## config.mk

```make
export PLATFORM = sky130hd
export DESIGN_NAME = psum_accumulator
export DESIGN_NICKNAME = d
export VERILOG_FILES = /design/src/rtl/psum_accumulator_pkg.sv /design/src/rtl/psum_accumulator_sat_add.sv /design/src/rtl/psum_accumulator.sv
export SDC_FILE = /design/constraint.sdc
export NUM_CORES = 1
export LEC_CHECK = 0
export ABC_CLOCK_PERIOD_IN_PS = 12780
export BUFFER_PORTS_ARGS = -buffer_cell sky130_fd_sc_hd__buf_2
export CAP_MARGIN = 25
export CORE_MARGIN = 2
export CORE_UTILIZATION = 24
export DETAILED_ROUTE_END_ITERATION = 6
export SYNTH_ARGS = -nofsm -noshare
export SYNTH_HDL_FRONTEND = slang
export SYNTH_SLANG_ARGS = --single-unit
export TNS_END_PERCENT = 5
```

## constraint.sdc

```tcl
create_clock -name clk -period 12.78 [get_ports clk]
set_clock_uncertainty 0.15 [all_clocks]
set_input_delay 2.556 -clock clk [delete_from_list [all_inputs] [get_ports clk]]
set_output_delay 2.556 -clock clk [all_outputs]
set_load 0.005 [all_outputs]
```

## src/rtl/psum_accumulator_pkg.sv

```systemverilog
// Shared types and default widths for the partial-sum accumulator slice.
package psum_accumulator_pkg;

   localparam int INT16  = 16;
   localparam int ACC32  = 32;
   localparam int PASS_W_DEF = 8;

   typedef enum logic [1:0] {
      ST_IDLE  = 2'd0,
      ST_ACCUM = 2'd1,
      ST_DONE  = 2'd2
   } state_e;

endpackage

```

## src/rtl/psum_accumulator_sat_add.sv

```systemverilog
// Single-lane signed saturating adder: ACC_W accumulator plus sign-extended IN_W addend.
module psum_sat_add
   import psum_accumulator_pkg::*;
#(
   parameter int IN_W  = INT16,
   parameter int ACC_W = ACC32
) (
   input  logic [ACC_W-1:0] acc_i,
   input  logic [IN_W-1:0]  add_i,
   output logic [ACC_W-1:0] sum_o,
   output logic             clamp_o
);

   localparam logic [ACC_W-1:0] ACC_MAX = {1'b0, {(ACC_W-1){1'b1}}};
   localparam logic [ACC_W-1:0] ACC_MIN = {1'b1, {(ACC_W-1){1'b0}}};

   logic [ACC_W:0] wide_sum;

   // One guard bit: the top two bits disagree exactly when the true sum left the ACC_W range.
   always_comb begin
      wide_sum = {acc_i[ACC_W-1], acc_i} + {{(ACC_W+1-IN_W){add_i[IN_W-1]}}, add_i};
      clamp_o  = wide_sum[ACC_W] ^ wide_sum[ACC_W-1];
      if (clamp_o) begin
         sum_o = wide_sum[ACC_W] ? ACC_MIN : ACC_MAX;
      end else begin
         sum_o = wide_sum[ACC_W-1:0];
      end
   end

endmodule

```

## src/rtl/psum_accumulator.sv

```systemverilog
// Accumulates a programmable number of adder-tree passes per lane and hands the
// saturated per-lane results downstream with valid/ready.
module psum_accumulator
   import psum_accumulator_pkg::*;
#(
   parameter int LANES  = 2,
   parameter int IN_W   = INT16,
   parameter int ACC_W  = ACC32,
   parameter int PASS_W = PASS_W_DEF
) (
   input  logic                    clk,
   input  logic                    reset,
   input  logic [PASS_W-1:0]       cfg_passes,
   input  logic                    in_valid,
   output logic                    in_ready,
   input  logic [LANES*IN_W-1:0]   in_sums,
   output logic                    out_valid,
   input  logic                    out_ready,
   output logic [LANES*ACC_W-1:0]  out_acc,
   output logic [LANES-1:0]        out_sat
);

   state_e                   state_q, state_d;
   logic [PASS_W-1:0]        count_q, count_d;
   logic [PASS_W-1:0]        npass_q, npass_d;
   logic [LANES*ACC_W-1:0]   acc_q, acc_d;
   logic [LANES-1:0]         sat_q, sat_d;

   logic [LANES*ACC_W-1:0]   sum_w;
   logic [LANES*ACC_W-1:0]   sext_w;
   logic [LANES-1:0]         clamp_w;
   logic                     in_fire;
   logic                     out_fire;
   logic                     start_grp;

   for (genvar l = 0; l < LANES; l++) begin : g_lane
      psum_sat_add #(
         .IN_W  (IN_W),
         .ACC_W (ACC_W)
      ) u_sat_add (
         .acc_i   (acc_q[l*ACC_W +: ACC_W]),
         .add_i   (in_sums[l*IN_W +: IN_W]),
         .sum_o   (sum_w[l*ACC_W +: ACC_W]),
         .clamp_o (clamp_w[l])
      );

      assign sext_w[l*ACC_W +: ACC_W] =
         {{(ACC_W-IN_W){in_sums[l*IN_W+IN_W-1]}}, in_sums[l*IN_W +: IN_W]};
   end

   assign out_valid = (state_q == ST_DONE);
   assign in_ready  = (state_q != ST_DONE) | out_ready;
   assign in_fire   = in_valid & in_ready;
   assign out_fire  = out_valid & out_ready;
   assign out_acc   = acc_q;
   assign out_sat   = sat_q;

   // NOTE: every always_comb output gets its hold value first, so no path can infer a latch.
   always_comb begin
      state_d   = state_q;
      count_d   = count_q;
      npass_d   = npass_q;
      acc_d     = acc_q;
      sat_d     = sat_q;
      start_grp = 1'b0;

      case (state_q)
         ST_IDLE: begin
            start_grp = in_fire;
         end
         ST_ACCUM: begin
            if (in_fire) begin
               acc_d   = sum_w;
               sat_d   = sat_q | clamp_w;
               count_d = count_q + PASS_W'(1);
               if (count_d == npass_q) begin
                  state_d = ST_DONE;
               end
            end
         end
         ST_DONE: begin
            if (in_fire) begin
               start_grp = 1'b1;
            end else if (out_fire) begin
               state_d = ST_IDLE;
            end
         end
         default: begin
            state_d = ST_IDLE;
         end
      endcase

      // A group can open while the previous result drains in the same cycle.
      if (start_grp) begin
         npass_d = (cfg_passes == '0) ? PASS_W'(1) : cfg_passes;
         acc_d   = sext_w;
         sat_d   = '0;
         count_d = PASS_W'(1);
         state_d = (npass_d == PASS_W'(1)) ? ST_DONE : ST_ACCUM;
      end
   end

   // NOTE: sequential state uses non-blocking assignments; reset is synchronous and wins over all traffic.
   always_ff @(posedge clk) begin
      if (reset) begin
         state_q <= ST_IDLE;
         count_q <= '0;
         npass_q <= '0;
         acc_q   <= '0;
         sat_q   <= '0;
      end else begin
         state_q <= state_d;
         count_q <= count_d;
         npass_q <= npass_d;
         acc_q   <= acc_d;
         sat_q   <= sat_d;
      end
   end

endmodule

```

==> results.txt, run 1 <==
- The flow ran to the end, and the final reports show no timing, DRC or antenna violations.
- The root buffer cell chosen for the clock tree is sky130_fd_sc_hd__clkbuf_16.
- The worst setup path is captured at a register.
- Proportion of synthesized flip-flops having asynchronous set or reset: 0
- During placement, the flow inserted port buffers numbering 111.
- Max VDD drop: 0.0638 mV
- For this configuration, the core starts out at a cell density of 0.244.
- The top cell types in the final layout, fill and taps aside, are sky130_fd_sc_hd__buf_2 (111), sky130_fd_sc_hd__a21oi_1 (104), sky130_fd_sc_hd__dfxtp_1 (84).
- Actual transition at the worst max-transition pin: 0.921 ns
- Design Area, Final: 8440 um^2
- The netlist uses 70 different library cells.
- At the end of routability-driven placement, the weighted congestion stood at 0.881.
- The number of global-route vias before repair is 6989.
- Routed Wire Length: 23200 um
- Required time reported for the critical path endpoint: 12.93 ns
* Critical Path Most Common Cell: sky130_fd_sc_hd__ha_1
- Post-CTS setup buffer count: 0
* Number of cells after detailed placement: 1390
- Setup repair after global routing left no endpoint under its margin.
- For this design the static power due to leakage is 3.88 nW.
- Initial detailed-routing violation count: 561
* Maximum achievable frequency: 0.135 GHz
* Number of clock sinks seen by CTS: 84
- Startpoint type of the worst setup path: primary input
- The hold violation total from the final report came to 0.
- The first TritonRoute pass finished after 5 iterations.
* Part of the power in registers: 0.283
- After floorplanning, the core was sized to cover 29600 um^2.
- Per-cell via count in the routed design: 5.17
- # nets final: 1124
- For this run, the slowest stage of the critical path takes 0.84 ns.
- The floorplan has 63 rows.
- Post-Syn Instances: 930
- The worst hold path passes through 2 cells.
- Worst reg-to-reg path cell count: 14
- Setup violations remaining at the end of the flow were counted as 0.
- Number of top-level pins: 112
- The synthesized design contains 0 enable-type register cells.
- Remaining DRCs: 0
* Type of the worst setup path: primary input to register
- Post-route clock period utilization: 0.580
- In this run the remaining antenna-violating nets after routing total 0.
- After detailed routing, the average wire length per cell comes to 16.5 um.
* Net count after synthesis: 1043
* Horizontal die dimension: 178 um
* TritonCTS clock tree: yes
- Worst slack, placed: 5.02 ns
* Overflow after GRT: 0
- Headroom to the max-slew limit: 0.386
* Placed wire-length estimate after detailed placement: 17300 um
- Combinational cell fraction of total power: 0.452
- Smallest hold slack: 0.322 ns
- The critical path goes through buf_2, ha_1, a211oi_1, o21ai_1, a31oi_1, a21oi_1, o31a_1, a221o_1, a211oi_2, o31ai_1, xnor2_1, ha_1, inv_1, o22ai_1, o221a_2.
* Antenna violations before repair: 0
* H-tree level count: 3
- Of the total power, the share spent switching nets is 0.408.
* CTS Buf Count: 9
* Top FF cell, synth: sky130_fd_sc_hd__dfxtp_1
* Arrival time of data at the critical path endpoint: 7.56 ns
* Cts hold-fix bufs: 0
- Share of layout cells above drive strength 1: 0.166
* Worst min-delay path category: register to register
- Net switching power: 0.467 mW
- The average instance in the mapped netlist occupies 7.77 um^2.
- Max Transition Viols Final: 0
- The die covers 31500 um^2.
- Global-route wire length before repair: 37400 um
* Number of buffers on the longest clock path: 2
- Yosys printed 0 warnings.
- The tool flagged a number of max-cap violations equal to 0.
- The area growth from synthesis to layout is 16.8%.
* GRT Util Overall: 0.150
* Antenna cell count: 0
- Entering global routing, the biggest net connects 52 pins.
* Total cell area at the placement stage: 8110 um^2
* R2R setup slack: 7.35 ns
- Most common library cell in the layout ignoring fill and taps: sky130_fd_sc_hd__buf_2
- Along the worst path, the maximum fanout reaches 18.
* Layout Cells excl Fill: 1406
- Final worst slack: 5.37 ns
* Netlist area before placement: 7230 um^2
- Clk slew on worst S/H paths: 0.07 ns
- For the worst-skew pair, the clock arrives at the later sink with an insertion delay of 0.36 ns.
- Final TNS setup: 0 ns
- Power Internal: 0.679 mW
- The smallest clock period supported by the final layout is computed as 7.41 ns.
* Cell with the largest stage delay on the worst path: sky130_fd_sc_hd__o22ai_1
- The final route contains 7275 vias.
- In this run, synthesis produced a sequential element count of 84.
- Clock share of power: 0.265
- The number of gates resized after CTS was 0.
* Power density over the cells: 136 nW/um^2
* Die H: 178 um
- Of the synthesized area, sequential elements account for 0.233.
state kept, by name, summed over array words and instances, names as in the netlist:
signal and flops:
npass_q 8, state_q 2, out_acc 64, count_q 8, out_sat 2
final cells by class:
type / count / area, um^2
Clock buffer: 10 / 239
Clock inverter: 6 / 87.6
Fill cell: 3306 / 21200
Inverter: 25 / 93.8
Multi-Input combinational cell: 773 / 5240
Sequential cell: 84 / 1680
Tap cell: 390 / 488
Timing Repair Buffer: 118 / 612
synth_stat cells (5+ instances only):
master                      count  share of area
sky130_fd_sc_hd__ha_1          67           0.12
sky130_fd_sc_hd__or2_2          9         0.0078
sky130_fd_sc_hd__o221a_2        8          0.012
sky130_fd_sc_hd__o2111ai_1      5         0.0061
sky130_fd_sc_hd__clkbuf_1      36          0.019
sky130_fd_sc_hd__a221oi_1       9          0.011
sky130_fd_sc_hd__nand2_1       81          0.042
sky130_fd_sc_hd__dfxtp_1       84           0.23
sky130_fd_sc_hd__xor2_1        22          0.027
sky130_fd_sc_hd__and3_1        14          0.012
sky130_fd_sc_hd__o21ai_0       60          0.042
sky130_fd_sc_hd__xnor2_1       37          0.045
sky130_fd_sc_hd__mux2i_1        9          0.012
sky130_fd_sc_hd__a21oi_1      104          0.072
sky130_fd_sc_hd__nand4_1       13          0.011
sky130_fd_sc_hd__o22ai_1       15          0.013
sky130_fd_sc_hd__a21boi_0       7         0.0073
sky130_fd_sc_hd__inv_1         25          0.013
sky130_fd_sc_hd__nand2_2        5         0.0043
sky130_fd_sc_hd__nand2b_1      15          0.013
sky130_fd_sc_hd__a211o_1        5         0.0061
sky130_fd_sc_hd__a21o_1        45          0.047
sky130_fd_sc_hd__nand3_1       14         0.0097
sky130_fd_sc_hd__o21a_1        12          0.012
sky130_fd_sc_hd__nor3_1        25          0.017
sky130_fd_sc_hd__o21bai_1       7         0.0073
sky130_fd_sc_hd__buf_2          5         0.0035
sky130_fd_sc_hd__nor2_1        61          0.032
sky130_fd_sc_hd__or3_1         10         0.0087
sky130_fd_sc_hd__a31oi_1       13          0.011
sky130_fd_sc_hd__o31ai_1        7         0.0073
sky130_fd_sc_hd__nor2b_1        6         0.0052
sky130_fd_sc_hd__o31a_1         5         0.0061
sky130_fd_sc_hd__o211ai_1       6         0.0062
sky130_fd_sc_hd__a211oi_1      14          0.015
sky130_fd_sc_hd__a211oi_2       6          0.010
worst paths after layout:
path	startpoint	to
setup / recovery	in_sums[1]	out_acc[16]$_SDFFE_PP0P_
hold / removal	npass_q[4]$_SDFFE_PP0P_	npass_q[4]$_SDFFE_PP0P_
setup reg to reg	out_acc[1]$_SDFFE_PP0P_	out_acc[16]$_SDFFE_PP0P_
hold reg to reg	npass_q[4]$_SDFFE_PP0P_	npass_q[4]$_SDFFE_PP0P_
per-stage QoR:
step                power, mW   util
floorplan               0.700      -
global placement        0.838  0.273
detailed placement      0.845  0.274
CTS                      1.15  0.285
global route             1.23  0.285
finish                   1.15  0.285
worst max-delay path, delay by kind of cell:
family          cells  cell delay (ns)
xor+xnor            1             0.15
compound gates     10             3.17
fa+ha+maj           2             1.04
buf+inv             2             0.61
routing by layer:
metal / GRT usage / vias to the layer above / wire [um]
li1: - / 3645 / -
met1: 0.197 / 3426 / 10900
met2: 0.255 / 172 / 11000
met3: 0.0212 / 32 / 921
met4: 0.0420 / 0 / 409
met5: 0 / - / 0
logic make-up after synthesis:
logic type,Yosys count,share of synthesized area
xor+xnor,59,0.0715
simple gates,279,0.190
mux,9,0.0125
flops,84,0.233
fa+ha+maj,69,0.122
buf+inv,73,0.0433
compound gates,357,0.328
power groups by stage:
stage / sequential (mW) / clock, mW / combinational [mW]
after floorplan: 0.324 / 0 / 0.376
after global placement: 0.329 / 0 / 0.509
after detailed placement: 0.330 / 0 / 0.515
after CTS: 0.324 / 0.311 / 0.518
after global routing: 0.328 / 0.321 / 0.584
final: 0.324 / 0.304 / 0.518
Note: power is estimated with default switching activity, not from simulation.
==> run 2: changes to the inputs <==
--- a/config.mk
+++ b/config.mk
@@ -5,7 +5,7 @@
 export SDC_FILE = /design/constraint.sdc
 export NUM_CORES = 1
 export LEC_CHECK = 0
-export ABC_CLOCK_PERIOD_IN_PS = 12780
+export ABC_CLOCK_PERIOD_IN_PS = 6700
 export BUFFER_PORTS_ARGS = -buffer_cell sky130_fd_sc_hd__buf_2
 export CAP_MARGIN = 25
 export CORE_MARGIN = 2
==> constraint.sdc (replaced) <==
create_clock -name clk -period 6.7 [get_ports clk]
set_clock_uncertainty 0.15 [all_clocks]
set_input_delay 1.34 -clock clk [delete_from_list [all_inputs] [get_ports clk]]
set_output_delay 1.34 -clock clk [all_outputs]
set_load 0.005 [all_outputs]
==> run 2 against run 1 <==
Effect of this change:
- wire length decreased by 1.2%
- sequential power increased by 91%
- global-route usage decreased by 0.40 points
- critical endpoint is now out_acc[27]$_SDFFE_PP0P_
- core utilization about the same
- die area unchanged
- highest routed layer unchanged
- count of clock-buffer cells in the layout increased by 2
- largest cell class unchanged
- setup slack got worse by 3.9 ns
- non-clock buffer count increased by 4
==> results.txt, run 2 (synthesis results as in run 1) <==
- Result of the run: completed
- TritonCTS built the clock tree.
- The critical path crosses 16 cells after its start point.
- The path class of the tightest hold or removal check is register to register.
- At the end of the flow, the number of nets in the layout was 1128.
- For the finished layout, the period the worst path requires is 5.26 ns.
- STA classifies the critical path startpoint as a primary input.
- Per-cell via count in the routed design: 5.17
- Counting instances, the worst hold path has a depth of 2.
- Across the VDD grid, the largest voltage drop is 0.147 mV.
- The first global-routing pass estimated 36600 um of wire.
- The count of buffers added on input and output ports is 111.
- The tree is rooted in a sky130_fd_sc_hd__clkbuf_16.
- Cells resized by post-CTS repair: 0
- Counting every sink on the clock net gives 84.
* Top Family by Delay on Critical Path: compound AO/OA/AOI/OAI gates
* Smallest hold slack: 0.310 ns
- Final TNS setup: 0 ns
* Cts hold-fix bufs: 0
- In this run the remaining antenna-violating nets after routing total 0.
* Horizontal die dimension: 178 um
* Share of layout cells above drive strength 1: 0.166
- In this run the worst path has a maximum fanout of 16.
- Traced cell by cell, the critical path runs through buf_2, ha_1, a211oi_1, o21ai_1, a31oi_1, a21oi_1, o31a_1, a221o_1, a211oi_2, o31ai_1, xnor2_1, ha_1, inv_1, o21a_1, or4_1, nand3_1.
* Starting density of the core: 0.244
- Most common library cell in the layout ignoring fill and taps: sky130_fd_sc_hd__buf_2
* Power density over the cells: 257 nW/um^2
- The number of antenna violations at the first check in global routing was 0.
- Routed wire per std cell: 16.3 um
- Design Area, Final: 8450 um^2
- The number of cells on the worst reg-to-reg path is 15.
* Final count of hold timing violations: 0
- Remaining DRCs: 0
* Arrival time of data at the critical path endpoint: 5.40 ns
* Final Wtd Congestion: 0.872
- Flip-flop count of the largest register, all copies and words added: 64
* Number of standard-cell rows in the floorplan: 63
* H-tree level count: 3
- The repair_antennas step left the layout with diodes totalling 0.
- The die is 178 um tall.
* Required time reported for the critical path endpoint: 6.84 ns
- Kind of end point of the critical path: register
- Count of filler cells inserted in the layout: 3276
- The worst pin sits at a relative slew slack of 0.419.
* Setup-violating endpoint count in the final report: 0
- Critical Path Most Common Cell: sky130_fd_sc_hd__ha_1
- The number of global-route vias before repair came to 6983.
- The area growth from synthesis to layout is 16.9%.
- Once placement finished, the instance area stood at 8140 um^2.
- Post-CTS setup buffer count: 0
* Placed wire-length estimate after detailed placement: 17300 um
* Clock latency at the later pin of the worst-skew pair: 0.35 ns
* Detailed-route via count: 7273
* Number of buffer and inverter stages on the critical path: 2
- Post-route clock period utilization: 0.785
- Counting along the longest clock path gives a buffer depth of 2.
- For this run, the total global-route usage over all layers was measured as 0.146.
- Cell with the largest stage delay on the worst path: sky130_fd_sc_hd__or4_1
* Max-cap violations: 0
* Initial detailed-routing violation count: 378
- The final number of max-transition violations was 0.
- Overflow after GRT: 0
* Unrepaired setup endpoints after global routing: no
- Actual transition at the worst max-transition pin: 0.868 ns
* Routed Wire Length: 23000 um
- Entering global routing, the biggest net connects 52 pins.
- Leaving out fill and tap cells, the most frequent cells in the layout are sky130_fd_sc_hd__buf_2 (111), sky130_fd_sc_hd__a21oi_1 (104), sky130_fd_sc_hd__dfxtp_1 (84).
- Buffers inserted during clock tree synthesis total 9.
* Worst path max stage delay: 0.55 ns
* Maximum achievable frequency: 0.190 GHz
* Type of the worst setup path: primary input to register
- Number of top-level pins: 112
- Detailed Routing Iterations Pass 1: 5
* Core area: 29600 um^2
- The floorplan step defined a die boundary enclosing 31500 um^2.
* Pleak: 3.89 nW
* Clk slew on worst S/H paths: 0.06 ns
## run 2: final timing paths
| path | startpoint | endpoint | slack [ns] |
|---|---|---|---|
| worst max-delay path | in_sums[1] | out_acc[27]$_SDFFE_PP0P_ | 1.44 |
| worst max register to register | out_acc[1]$_SDFFE_PP0P_ | out_acc[27]$_SDFFE_PP0P_ | 2.20 |
| worst min register to register | out_sat[0]$_SDFFE_PP0P_ | out_sat[0]$_SDFFE_PP0P_ | 0.31 |
| worst min-delay path | out_sat[0]$_SDFFE_PP0P_ | out_sat[0]$_SDFFE_PP0P_ | 0.31 |
## run 2: report_power, final
group,total (mW),switching [mW],internal (mW)
logic,1.00,0.592,0.409
registers,0.618,0.0576,0.560
clock network,0.552,0.218,0.334
## run 2: per-stage QoR
stage | power, mW | utilization | worst slack, ns | cells
global placement | 1.61 | 0.274 | 1.16 | 1393
finish | 2.17 | 0.285 | 1.44 | 1408
floorplan | 1.34 | - | 1.54 | 930
CTS | 2.20 | 0.285 | 1.46 | 1408
global route | 2.34 | 0.285 | 1.18 | 1408
detailed placement | 1.62 | 0.275 | 1.10 | 1394
## run 2: layout make-up
class                           instances  area [um^2]  share of cell area
Sequential cell                        84         1680               0.199
Clock buffer                           12          246              0.0292
Tap cell                              390          488              0.0578
Inverter                               25         93.8              0.0111
Multi-Input combinational cell        773         5240               0.620
Clock inverter                          2         60.1             0.00711
Timing Repair Buffer                  122          642              0.0760
## run 2: per-layer routing
metal  share of wire  global-route usage  routed length [um]
met1            0.46               0.186               10500
met2            0.49               0.257               11300
met3           0.040              0.0236                 912
met4           0.010              0.0328                 231
met5               0                   0                   0
## run 2: worst min-delay path: stages (launching register included)
cell                      delay, ns
sky130_fd_sc_hd__dfxtp_1       0.32
sky130_fd_sc_hd__a21oi_1       0.04
sky130_fd_sc_hd__nor2_1        0.06
==> run 3: changes to the inputs <==
--- a/config.mk
+++ b/config.mk
@@ -5,7 +5,7 @@
 export SDC_FILE = /design/constraint.sdc
 export NUM_CORES = 1
 export LEC_CHECK = 0
-export ABC_CLOCK_PERIOD_IN_PS = 6700
+export ABC_CLOCK_PERIOD_IN_PS = 5100
 export BUFFER_PORTS_ARGS = -buffer_cell sky130_fd_sc_hd__buf_2
 export CAP_MARGIN = 25
 export CORE_MARGIN = 2
==> constraint.sdc (replaced) <==
create_clock -name clk -period 5.1 [get_ports clk]
set_clock_uncertainty 0.15 [all_clocks]
set_input_delay 1.02 -clock clk [delete_from_list [all_inputs] [get_ports clk]]
set_output_delay 1.02 -clock clk [all_outputs]
set_load 0.005 [all_outputs]
==> run 3 against run 2 <==
Effect of this change:
- non-clock buffer count up 15
- sequential power up 31%
- highest routed layer unchanged
- combinational power increased by 36%
- sequential share of layout area shrank 0.22 points
- final cell count rose by 1.1%
- hold slack improved by 0.0031 ns
- core utilization increased by 0.33 points
==> results.txt, run 3 (synthesis results as in run 1) <==
- The run finished with clean final reports.
- The clock period could shrink to 4.79 ns.
- In the finished design, the share of the clock period the worst path needs comes to 0.939.
* Worst path max stage delay: 0.37 ns
* Cell with the largest stage delay on the worst path: sky130_fd_sc_hd__ha_1
* Source of the worst hold timing path: out_sat[0]$_SDFFE_PP0P_
* Cells resized by post-CTS repair: 0
- Share of layout cells above drive strength 1: 0.183
* Remaining DRCs: 0
- Kind of end point of the critical path: register
* Antenna violation net count after detailed routing: 0
- 0 antenna diodes ended up in the layout.
* Horizontal die dimension: 178 um
- Clk slew on worst S/H paths: 0.07 ns
* Largest net degree at the start of global routing: 31
- The count of buffers added on input and output ports is 111.
* End of the worst hold path: out_sat[0]$_SDFFE_PP0P_
- The worst register-to-register path has a setup slack of 0.78 ns.
- Static timing analysis puts the maximum clock frequency at 0.209 GHz.
- Type of the worst setup path: primary input to register
- The first routing iteration left 511 violations.
* CTS Buf Count: 9
- Top Family by Delay on Critical Path: compound AO/OA/AOI/OAI gates
- Measured in cells, the most critical reg-to-reg path has a length of 16.
* Overflow after GRT: 0
- Wires add up to 23700 um.
* Detailed Routing Iterations Pass 1: 5
- At the worst endpoint, the required time is 5.21 ns.
* Number of global-route vias before repair: 7177
- Final count of hold timing violations: 0
- In the layout the commonest cells are sky130_fd_sc_hd__buf_2 (111), sky130_fd_sc_hd__a21oi_1 (104), sky130_fd_sc_hd__dfxtp_1 (84).
- For the pin with the worst max-slew slack, the measured transition is 0.972 ns.
- Counting instances, the worst hold path has a depth of 2.
- Layout Cells excl Fill: 1423
- Placed wire-length estimate after detailed placement: 18200 um
* Number of buffers on the longest clock path: 2
* Die area: 31500 um^2
* Final Wtd Congestion: 0.882
* Headroom to the max-slew limit: 0.349
* Chain of cells forming the critical path: buf_2, ha_1, a21o_1, o21a_1, o21ai_0, a21oi_1, o31a_1, a221o_1, a211oi_2, o31ai_1, xnor2_1, ha_1, inv_1, o21a_2, buf_4, a21boi_0, a311oi_1
* Max Transition Viols Final: 0
- Per-cell via count in the routed design: 5.12
- Global-route wire length before repair: 37600 um
- Counting tap cells, the placed design contains a total of 1408 instances.
- In this run the vertical extent of the chip is 178 um.
- Arrival time of data at the critical path endpoint: 4.90 ns
- For this run, the share of the core covered by cells in the final layout is 0.288.
- GRT Util Overall: 0.150
- The routed layout has 7284 vias.
- Setup-violating endpoint count in the final report: 0
- Critical R2R Capture: out_acc[5]$_SDFFE_PP0P_
- Power density over the cells: 335 nW/um^2
- After clock tree synthesis, the setup repair step added 0 buffers.
- Timing analysis after detailed placement gives a worst setup slack of -0.208 ns.
- For the worst-skew pair, the clock arrives at the later sink with an insertion delay of 0.36 ns.
- TritonCTS built the clock tree.
* Area added between synthesis and finish: 18.3%
- The worst setup path is launched from a primary input.
- Number of buffer and inverter stages on the critical path: 3
* Number of standard-cell rows in the floorplan: 63
- Final worst slack: 0.312 ns
* Worst min-delay path category: register to register
- Worst-path maximum fanout: 8
* Beginning of the worst register-to-register path: out_acc[9]$_SDFFE_PP0P_
- CTS built an H-tree with a depth of 3.
- Total power for the finished layout comes to 2.86 mW.
- Antenna violations before repair: 0
* Cts hold-fix bufs: 0
* Unrepaired setup endpoints after global routing: no
* # nets final: 1143
* Pleak: 3.95 nW
- Summed over all failing endpoints, the final setup total negative slack is 0 ns.
* Routed wire per std cell: 16.6 um
- In this run the standard cell core region covers 29600 um^2.
- Among the stages of the critical path, the cell type that occurs most often is sky130_fd_sc_hd__ha_1.
- The worst-case IR drop observed on VDD is 0.148 mV.
- For this design the top-level I/O count stands at 112.
* Buffer cell driving the clock tree root: sky130_fd_sc_hd__clkbuf_16
- Flip-flop count of the largest register, all copies and words added: 64
* Number of clock sinks seen by CTS: 84
- Most common library cell in the layout ignoring fill and taps: sky130_fd_sc_hd__buf_2
* Max-cap violations: 0
* Starting density of the core: 0.244
-- run 3: changes by cell type in the layout (fill, tap and decap cells not counted), moves of 2 or more --
cell	previous run	this run
sky130_fd_sc_hd__clkinv_2	0	2
sky130_fd_sc_hd__clkbuf_1	2	0
sky130_fd_sc_hd__clkinvlp_4	0	2
sky130_fd_sc_hd__buf_4	10	25
-- run 3: power by group --
group	internal (mW)	switching, mW	leakage, nW	total, mW
combinational	0.566	0.795	3.12	1.36
sequential	0.736	0.0761	0.693	0.812
clock	0.374	0.313	0.133	0.687
total	1.68	1.18	3.95	2.86
-- run 3: area by class of cell --
| type | instances | area (um^2) |
|---|---|---|
| fill | 3223 | 21100 |
| multi-input combinational | 773 | 5250 |
| sequential | 84 | 1680 |
| timing repair buffer | 137 | 754 |
| tap | 390 | 488 |
| clock buffer | 9 | 225 |
| inverter | 25 | 93.8 |
| clock inverter | 5 | 55.1 |
-- run 3: tightest hold or removal path: stages, from the launching register on --
cell                      delay [ns]
sky130_fd_sc_hd__dfxtp_1        0.32
sky130_fd_sc_hd__a21oi_1        0.04
sky130_fd_sc_hd__nor2_1         0.07
-- run 3: how the worst max path moves through the flow --
stage / to / slack, ns / cells after the start / startpoint
2_1_floorplan: out_acc[27]$_SDFFE_PP0P_ / 0.26 / 16 / in_sums[1]
3_3_place_gp: out_acc[24]$_SDFFE_PP0P_ / -0.04 / 15 / in_sums[9]
3_5_place_dp: out_acc[17]$_SDFFE_PP0P_ / -0.21 / 15 / in_sums[9]
4_1_cts: out_acc[17]$_SDFFE_PP0P_ / 0.15 / 15 / in_sums[9]
5_1_grt: out_acc[5]$_SDFFE_PP0P_ / 0.05 / 17 / in_sums[9]
6_report: out_acc[5]$_SDFFE_PP0P_ / 0.31 / 17 / in_sums[9]
-- run 3: metrics by stage --
stage	hold slack [ns]	cell area (um^2)
floorplan	0.298	7230
detailed placement	0.306	8240
finish	0.313	8540
global route	0.342	8540
CTS	0.322	8520
global placement	0.298	8240
-- run 3: metal layers --
layer | GRT usage | wire (um)
met5 | 0 | 0
met2 | 0.262 | 11300
met1 | 0.193 | 11200
met4 | 0.0369 | 326
met3 | 0.0223 | 850
